<file path="src/rtl/dmem_pkg.sv">
// Shared types and helpers for the MEM-stage data memory.
package dmem_pkg;

  typedef enum logic [1:0] {SZ_B, SZ_H, SZ_W, SZ_D} size_e;
  typedef enum logic {IDLE, SPLIT} state_e;

  typedef struct packed {
    logic        we;
    size_e       size;
    logic        sgn;
    logic [63:0] wdata;
  } op_t;

  function automatic logic [3:0] size_bytes(input size_e sz);
    return 4'd1 << sz;
  endfunction

  // Bytes above the access length are discarded, then sign- or zero-filled.
  function automatic logic [63:0] extend(input logic [63:0] d, input size_e sz, input logic sgn);
    logic [63:0] r;
    r = d;
    case (sz)
      SZ_B:    r = {{56{sgn & d[7]}},  d[7:0]};
      SZ_H:    r = {{48{sgn & d[15]}}, d[15:0]};
      SZ_W:    r = {{32{sgn & d[31]}}, d[31:0]};
      default: r = d;
    endcase
    return r;
  endfunction

endpackage

</file>
<file path="src/rtl/dmem_row_array.sv">
// Row storage: 8 byte lanes per row, byte-enabled write, async read of rows r and r+1.
module dmem_row_array #(
  parameter int ROWS = 32
) (
  input  logic                     clk,
  input  logic                     we,
  input  logic [$clog2(ROWS)-1:0]  wrow,
  input  logic [7:0]               wbe,
  input  logic [63:0]              wdata,
  input  logic [$clog2(ROWS)-1:0]  rrow,
  output logic [63:0]              rd_lo,
  output logic [63:0]              rd_hi
);
  localparam int ROW_W = $clog2(ROWS);

  logic [63:0] mem [ROWS];

  // Contents are intentionally not reset.
  always_ff @(posedge clk) begin
    if (we) begin
      for (int b = 0; b < 8; b++) begin
        if (wbe[b]) mem[wrow][8*b +: 8] <= wdata[8*b +: 8];
      end
    end
  end

  assign rd_lo = mem[rrow];
  assign rd_hi = mem[ROW_W'(rrow + 1'b1)];

endmodule

</file>
<file path="src/rtl/data_mem_unit.sv">
// Byte-addressed data memory with valid/ready requests, registered response,
// two-cycle handling of row-crossing accesses and out-of-range flagging.
module data_mem_unit
  import dmem_pkg::*;
#(
  parameter int DEPTH_BYTES = 256,
  parameter int ADDR_W      = 64
) (
  input  logic              clk,
  input  logic              rst_n,
  input  logic              req_valid,
  output logic              req_ready,
  input  logic              req_we,
  input  logic [1:0]        req_size,
  input  logic              req_signed,
  input  logic [ADDR_W-1:0] req_addr,
  input  logic [63:0]       req_wdata,
  output logic              rsp_valid,
  output logic [63:0]       rsp_rdata,
  output logic              rsp_err
);
  localparam int ROWS  = DEPTH_BYTES / 8;
  localparam int ROW_W = $clog2(ROWS);

  state_e            state, state_nx;
  op_t               lat_op, cur_op;
  logic [ADDR_W-1:0] lat_addr, cur_addr;

  logic [2:0]        lane;
  logic [ROW_W-1:0]  row;
  logic [3:0]        nbytes;
  logic [ADDR_W:0]   last_byte;
  logic              err, crosses;
  logic [15:0]       be16;
  logic [127:0]      wd128, rd128;
  logic [63:0]       rd_lo, rd_hi;

  logic              acc, done, wr_en;
  logic [ROW_W-1:0]  wr_row;
  logic [7:0]        wr_be;
  logic [63:0]       wr_data;

  // In SPLIT the latched request drives the datapath; otherwise the live port does.
  always_comb begin
    cur_op   = '{we: req_we, size: size_e'(req_size), sgn: req_signed, wdata: req_wdata};
    cur_addr = req_addr;
    if (state == SPLIT) begin
      cur_op   = lat_op;
      cur_addr = lat_addr;
    end
  end

  assign lane      = cur_addr[2:0];
  assign row       = cur_addr[ROW_W+2:3];
  assign nbytes    = size_bytes(cur_op.size);
  // One extra bit so that a wrapping address can never alias into range.
  assign last_byte = {1'b0, cur_addr} + (ADDR_W+1)'(nbytes) - (ADDR_W+1)'(1);
  assign err       = last_byte >= (ADDR_W+1)'(DEPTH_BYTES);
  assign crosses   = ({1'b0, lane} + nbytes) > 4'd8;

  // Two-row view: low half targets row, high half targets row+1.
  assign be16  = ((16'd1 << nbytes) - 16'd1) << lane;
  assign wd128 = {64'd0, cur_op.wdata} << {lane, 3'b000};
  assign rd128 = {rd_hi, rd_lo} >> {lane, 3'b000};

  always_comb begin
    state_nx  = state;
    req_ready = 1'b0;
    acc       = 1'b0;
    done      = 1'b0;
    wr_en     = 1'b0;
    wr_row    = row;
    wr_be     = be16[7:0];
    wr_data   = wd128[63:0];
    case (state)
      IDLE: begin
        req_ready = 1'b1;
        acc       = req_valid & rst_n;
        if (acc) begin
          wr_en = cur_op.we & ~err;
          if (err || !crosses) done     = 1'b1;
          else                 state_nx = SPLIT;
        end
      end
      SPLIT: begin
        wr_row   = ROW_W'(row + 1'b1);
        wr_be    = be16[15:8];
        wr_data  = wd128[127:64];
        wr_en    = cur_op.we;
        done     = 1'b1;
        state_nx = IDLE;
      end
      default: state_nx = IDLE;
    endcase
  end

  dmem_row_array #(.ROWS(ROWS)) u_rows (
    .clk   (clk),
    .we    (wr_en),
    .wrow  (wr_row),
    .wbe   (wr_be),
    .wdata (wr_data),
    .rrow  (row),
    .rd_lo (rd_lo),
    .rd_hi (rd_hi)
  );

  always_ff @(posedge clk or negedge rst_n) begin
    if (!rst_n) begin
      state    <= IDLE;
      lat_op   <= '0;
      lat_addr <= '0;
    end else begin
      state <= state_nx;
      if (acc) begin
        lat_op   <= cur_op;
        lat_addr <= cur_addr;
      end
    end
  end

  always_ff @(posedge clk or negedge rst_n) begin
    if (!rst_n) begin
      rsp_valid <= 1'b0;
      rsp_rdata <= '0;
      rsp_err   <= 1'b0;
    end else begin
      rsp_valid <= done;
      if (done) begin
        rsp_err   <= err;
        rsp_rdata <= (!cur_op.we && !err) ? extend(rd128[63:0], cur_op.size, cur_op.sgn) : 64'd0;
      end
    end
  end

endmodule

</file>
<file path="config.mk">
export PLATFORM = sky130hd
export DESIGN_NAME = data_mem_unit
export DESIGN_NICKNAME = d
export VERILOG_FILES = /design/src/rtl/dmem_pkg.sv /design/src/rtl/dmem_row_array.sv /design/src/rtl/data_mem_unit.sv
export SDC_FILE = /design/constraint.sdc
export NUM_CORES = 2
export LEC_CHECK = 0
export BUFFER_PORTS_ARGS = -buffer_cell sky130_fd_sc_hd__buf_2
export CELL_PAD_IN_SITES_DETAIL_PLACEMENT = 1
export CELL_PAD_IN_SITES_GLOBAL_PLACEMENT = 1
export CORE_UTILIZATION = 30
export DETAILED_ROUTE_END_ITERATION = 8
export PLACE_DENSITY = 0.47
export SYNTH_ARGS = -nofsm -noshare
export SYNTH_HDL_FRONTEND = slang
export SYNTH_HIERARCHICAL = 1
export SYNTH_SLANG_ARGS = --single-unit
</file>
<file path="constraint.sdc">
create_clock -name clk -period 7.22 [get_ports clk]
set_input_delay 1.083 -clock clk [delete_from_list [all_inputs] [get_ports clk]]
set_output_delay 1.083 -clock clk [all_outputs]
set_load 0.03 [all_outputs]
</file>
---- Word-level counts from Yosys, hierarchy flattened ----
Memory sizes are Yosys's and may differ from the RTL's.
Index checks and enable logic that the tools add are counted.
word-level totals
  word-level logic and storage cells ...... 78
  output and inout bits ................... 67
  memories ................................ 1
  RAM bits ................................ 2048
  register bits after elaboration ......... 199
cells by class
  shift operators ......................... 5
  add/subtract/negate cells ............... 5
  bitwise logic cells ..................... 7
  order comparisons ....................... 2
  equal/unequal tests ..................... 2
  reductions and logical operators ........ 6
  muxes and demuxes ....................... 41
memories
  name        depth  bits a word  rd ports  clocked after memory_dff  write ports  line                  source
  u_rows.mem  32     64           2         0                         1            dmem_row_array.sv:16  logic [63:0] mem [ROWS];
operator list
  operator               number
  $mux 64                3
  $pmux 64 s3            1
  $shl 64x6->128         1
  $shr 128x6->64         1
  $mux 68                1
  $add 64x4->65          1
  $ge 65x9->1 const B    1
  $sub 65x1->65 const B  1
  $mux 1                 31
  $shl 1x4->16 const A   1
  $shl 16x3->16          1
  $sub 16x1->16 const B  1
  $mux 8                 1
  $pmux 1 s2             3
  $add 5x1->5 const B    1
  $and 1x1->1            5
  $mux 5                 1
  $add 3x4->4            1
  $gt 4x4->1 const B     1
  $shl 1x2->4 const A    1
  $logic_not 1->1        3
  $eq 2x1->1 const B     1
  $eq 2x2->1 const B     1
  $logic_not 2->1        1
  other kinds (3)        4

---- Logic depth before layout (Yosys ltp) ----
  depth in word-level cells ............... 11
  mapped depth ............................ 29
  mapped depth without buffers ............ 21

---- Hierarchy ----
The synthesis kept the hierarchy.
by module, submodules not included
  module          times used  cells an instance  area an instance (sq um)
  dmem_row_array  1           4460               94843.5
  data_mem_unit   1           2971               21124.0

---- Worst setup path after synthesis ----
OpenSTA, ideal clock, no wires.
  kind .................................... input-to-reg
  from .................................... in req_addr[1]
  to ...................................... mem u_rows.mem[12][0], enable pin
  stages .................................. 25
  required time ........................... 6.850 ns
  library setup time ...................... 0.370 ns
  arrival ................................. 7.253 ns
  buffers on the path ..................... 8
  slack ................................... -0.404 ns
  cells stage by stage .................... clkbuf_1 -> mux2_2 -> inv_1 -> clkbuf_1 -> clkbuf_1 -> clkbuf_1 -> buf_1 -> ha_1 -> inv_1 -> ha_1 -> a211oi_2 -> o21ai_1 -> and3_1 -> or3_1 -> buf_6 -> mux2_4 -> or4_1 -> or4_4 -> nor4_4 -> nand2_1 -> o31ai_1 -> clkbuf_1 -> nand2_1 -> buf_1 -> nor2_1
between the ends
  word-level cells in the longest chain between the ends .. 10
  elaborated cells on any way between the ends .. 13
  those cells by class .................... 2 x add/sub; 1 x order compare; 1 x shift; 7 x mux; 2 x bitwise
ends and longest elaborated chain
  what                          line                  source
  start: declaration            data_mem_unit.sv:16   input logic [ADDR_W-1:0] req_addr,
  $mux 64                       data_mem_unit.sv:47   if (state == SPLIT) begin
  $add 64x4->65                 data_mem_unit.sv:57   assign last_byte = {1'b0, cur_addr} + (ADDR_W+1)'(nbytes) - (ADDR_W+1)'(1);
  $sub 65x1->65                 data_mem_unit.sv:57
  $ge 65x9->1                   data_mem_unit.sv:58   assign err = last_byte >= (ADDR_W+1)'(DEPTH_BYTES);
  $not 1->1                     data_mem_unit.sv:80   wr_en = cur_op.we & ~err;
  $and 1x1->1                   data_mem_unit.sv:80
  $mux 1                        data_mem_unit.sv:79   if (acc) begin
  $pmux 1 s2                    data_mem_unit.sv:75   case (state)
  named net wr_en               data_mem_unit.sv:38   logic acc, done, wr_en;
  $mux 1                        dmem_row_array.sv:20  if (we) begin
  $mux 1 (not written as such)  dmem_row_array.sv:22  if (wbe[b]) mem[wrow][8*b +: 8] <= wdata[8*b +: 8];
  end: declaration              dmem_row_array.sv:16
The timed path passes the listed nets, and every way through them passes these cells.

---- Worst setup path after layout ----
  from .................................... reg state
  to ...................................... mem u_rows.mem[6][38], enable pin
between the ends
  elaborated cells on any way between the ends .. 20
  those cells by class .................... 4 x add/sub; 1 x order compare; 3 x shift; 9 x mux; 3 x bitwise
RTL lines
  what                          line                  source
  start: declaration            data_mem_unit.sv:25   state_e state, state_nx;
  start signal: assignment      data_mem_unit.sv:114  state <= state_nx;
  $mux 64                       data_mem_unit.sv:47
  named net cur_addr[43]        data_mem_unit.sv:27   logic [ADDR_W-1:0] lat_addr, cur_addr;
  $add 64x4->65                 data_mem_unit.sv:57
  $sub 65x1->65                 data_mem_unit.sv:57
  $ge 65x9->1                   data_mem_unit.sv:58
  $not 1->1                     data_mem_unit.sv:80
  $and 1x1->1                   data_mem_unit.sv:80
  $mux 1                        data_mem_unit.sv:79
  $pmux 1 s2                    data_mem_unit.sv:75
  named net wr_en               data_mem_unit.sv:38
  $mux 1                        dmem_row_array.sv:20
  $mux 1 (not written as such)  dmem_row_array.sv:22
The timed path passes the listed nets, and every way through them passes these cells.

==> key figures <==
Timing
  – Slew Limit Fails: 0
  – Final Hold Vio Count: 0
  – Fmax: 145 MHz
  – Final Setup Violations: 0
  – Worst-Margin Slew: 1360 ps
  – WHS: 130 ps
  – Worst Setup Slack, final: 302 ps
  – Tcrit/Tclk final: 95.8%
  – RSZ-0062 raised after global routing: false
  – Final clock skew: 66.9 ps
  – Rel. slew slack: 8.48%
  – Minimum clock period after layout: 6920 ps

Detailed routing
  – Final ANT Viol Nets: 0
  – Post-DR vias/cell: 5.72
  – Initial DRC Count: 8,768
  – Wirelength per Cell: 36.6 µm
  – DRT Pass-1 Iters: 5
  – Vias: 75,600
  – DRC: 0
  – Drt total wl: 483,000 µm

Floorplan
  – Die Ht: 619 µm
  – Starting Density: 30.1%
  – # IOs: 202
  – Std cell rows: 226
  – Die Width: 619 µm
  – Die footprint: 0.383 mm²
  – Core area: 0.379 mm²

CTS
  – CTS max path bufs: 4
  – Worst-Skew Late Latency: 920 ps
  – CTS Hold Bufs: 0
  – Clock sinks: 2,247
  – Postcts setup bufs: 0
  – # H-tree levels: 5
  – CTS clk-pin slew, worst paths: 60 ps
  – Post-CTS sizing: 0
  – CTS tree: done
  – Root buffer cell: clkbuf_16
  – Number of CTS-inserted buffers: 266

Synthesis
  – Syn nets: 7,522
  – Cells after Synth: 7,311
  – Cell Area, Synth: 0.114 mm²
  – Synthesized area per cell: 15.6 µm²
  – Yosys Warn Count: 6

Global route
  – GRT Residual Overflow: 0
  – Vias in the first global route: 76,400
  – Global-route wire length before repair: 663,000 µm
  – Largest net degree at the start of global routing: 154
  – GR Util All Layers: 24.9%
  – Initial antenna violation count: 57

Pwr
  – Switching power: 8.84 mW
  – Pwr per Cell Area: 243 mW/mm²
  – Internal power: 24.0 mW
  – Peak supply drop: 0.168 mV
  – Lkg Pwr: 47.4 nW
  – Switching Share: 26.9%
  – Clock power share: 42.1%
  – Logic pwr share: 13.9%
  – Sequential power share: 44.0%

Status
  – Status: completed

Critical path
  – CP Capture Type: flop
  – CP Class: flop to flop
  – Launch point of the worst path: state$_DFF_PN0_
  – CP required: 7800 ps
  – R2R Path Start: state$_DFF_PN0_
  – Worst reg2reg path depth: 23
  – Critical Path Source Type: flop
  – Critical Path AT: 7500 ps
  – Crit path max fanout: 32

Run
  – Maxcap violations: 0

Final layout
  – Nets: 8,174
  – Final core occ: 35.7%
  – FILL cells: 38,500
  – Share of layout cells above drive strength 1: 34.0%
  – Post-synthesis to final-layout area growth: 18.3%

Hold path
  – Worst Hold Class: input pin to async pin

Placed design
  – Place WS: 85.7 ps
  – Post-DP HPWL: 347,000 µm
  – GPL Wtd Cong: 0.905
  – Port bufs: 201
power by group through the flow:
stage	combinational, mW	clock (mW)	sequential (mW)
finish	4.58	13.8	14.4
global placement	4.56	0	14.7
detailed placement	4.56	0	14.7
global route	4.77	14.5	14.5
floorplan	2.38	0	14.7
CTS	4.57	14.1	14.4
stage by stage:
| stage | setup TNS, ps | instance area, µm² | total power, mW | instances |
|---|---|---|---|---|
| final | 0 | 135000 | 32.9 | 13200 |
| after global routing | 0 | 135000 | 33.7 | 13200 |
| after CTS | 0 | 135000 | 33.2 | 13200 |
| after detailed placement | 0 | 126000 | 19.3 | 12700 |
| after global placement | 0 | 126000 | 19.3 | 12700 |
| after floorplan | -222650 | 114000 | 17.1 | 7311 |
metal layers:
layer	track usage, %	part of all wire [%]	vias up	wire (µm)
met4	8.20	3.6	18	17600
met1	34.9	43	40800	209000
met5	0	0.026	-	125
met3	4.70	7.5	616	36000
met2	38.9	46	3319	221000
li1	-	-	30800	-
flip-flops by register name, summed over array words and instances (netlist names):
| name | cells |
|---|---|
| u_rows/mem | 2048 |
| state | 1 |
| lat_op | 68 |
| rsp_rdata | 64 |
| rsp_valid | 1 |
| rsp_err | 1 |
| lat_addr | 64 |
cell type report:
class,instances,area [µm²],share of cell area [%]
antenna,18,45.0,0.0334
clock buffer,316,7090,5.25
clock inverter,156,1710,1.26
tap,5016,6280,4.65
timing repair buffer,967,7420,5.49
multi-input combinational,4323,45300,33.6
sequential,2247,66500,49.3
inverter,158,631,0.467
worst max-delay path: stages, from the launching register on:
cell and delay [ps]:
dfrtp_4 620, buf_12 250, buf_4 220, mux2i_1 270, inv_1 70, ha_1 490, a21oi_1 280, o21ai_0 250
a21oi_1 450, nor2_1 160, a2111oi_0 320, buf_4 190, nand4_1 100, a2111oi_0 550, buf_4 200, nand4_1 180
nor4_4 370, nand2_1 150, o31ai_2 340, buf_12 250, nand2_1 140, buf_12 250, nor2_1 200, buf_4 200
final timing paths:
| kind | to | slack, ps |
|---|---|---|
| setup / recovery | u_rows/mem[6][38]$_DFFE_PP_ | 300 |
| hold / removal | lat_op[20]$_DFFE_PN0P_ | 130 |
| setup reg to reg | u_rows/mem[6][38]$_DFFE_PP_ | 300 |
| hold reg to reg | lat_op[4]$_DFFE_PN0P_ | 470 |
| max in group asynchronous | lat_addr[14]$_DFFE_PN0P_ | 5100 |
| min in group clk | lat_op[29]$_DFFE_PN0P_ | 400 |
layout by cell type, fill, tap and decap left out, types with 36 or more instances in the layout:
cell	n
a32o_1	52
o32ai_2	60
nand4_1	39
nand2_1	944
buf_12	52
mux4_2	1074
clkinv_1	49
a311oi_1	36
o21ai_0	118
and3_1	78
clkbuf_16	276
a22oi_1	45
a21oi_1	251
buf_4	714
nor2_1	402
inv_1	149
buf_2	200
a31oi_1	41
clkbuf_1	37
a211oi_1	63
a221oi_1	52
mux2_2	121
ha_1	73
mux2i_1	313
dfrtp_1	197
edfxtp_1	2048
o21a_1	66
Power figures use the tool's default switching activity.
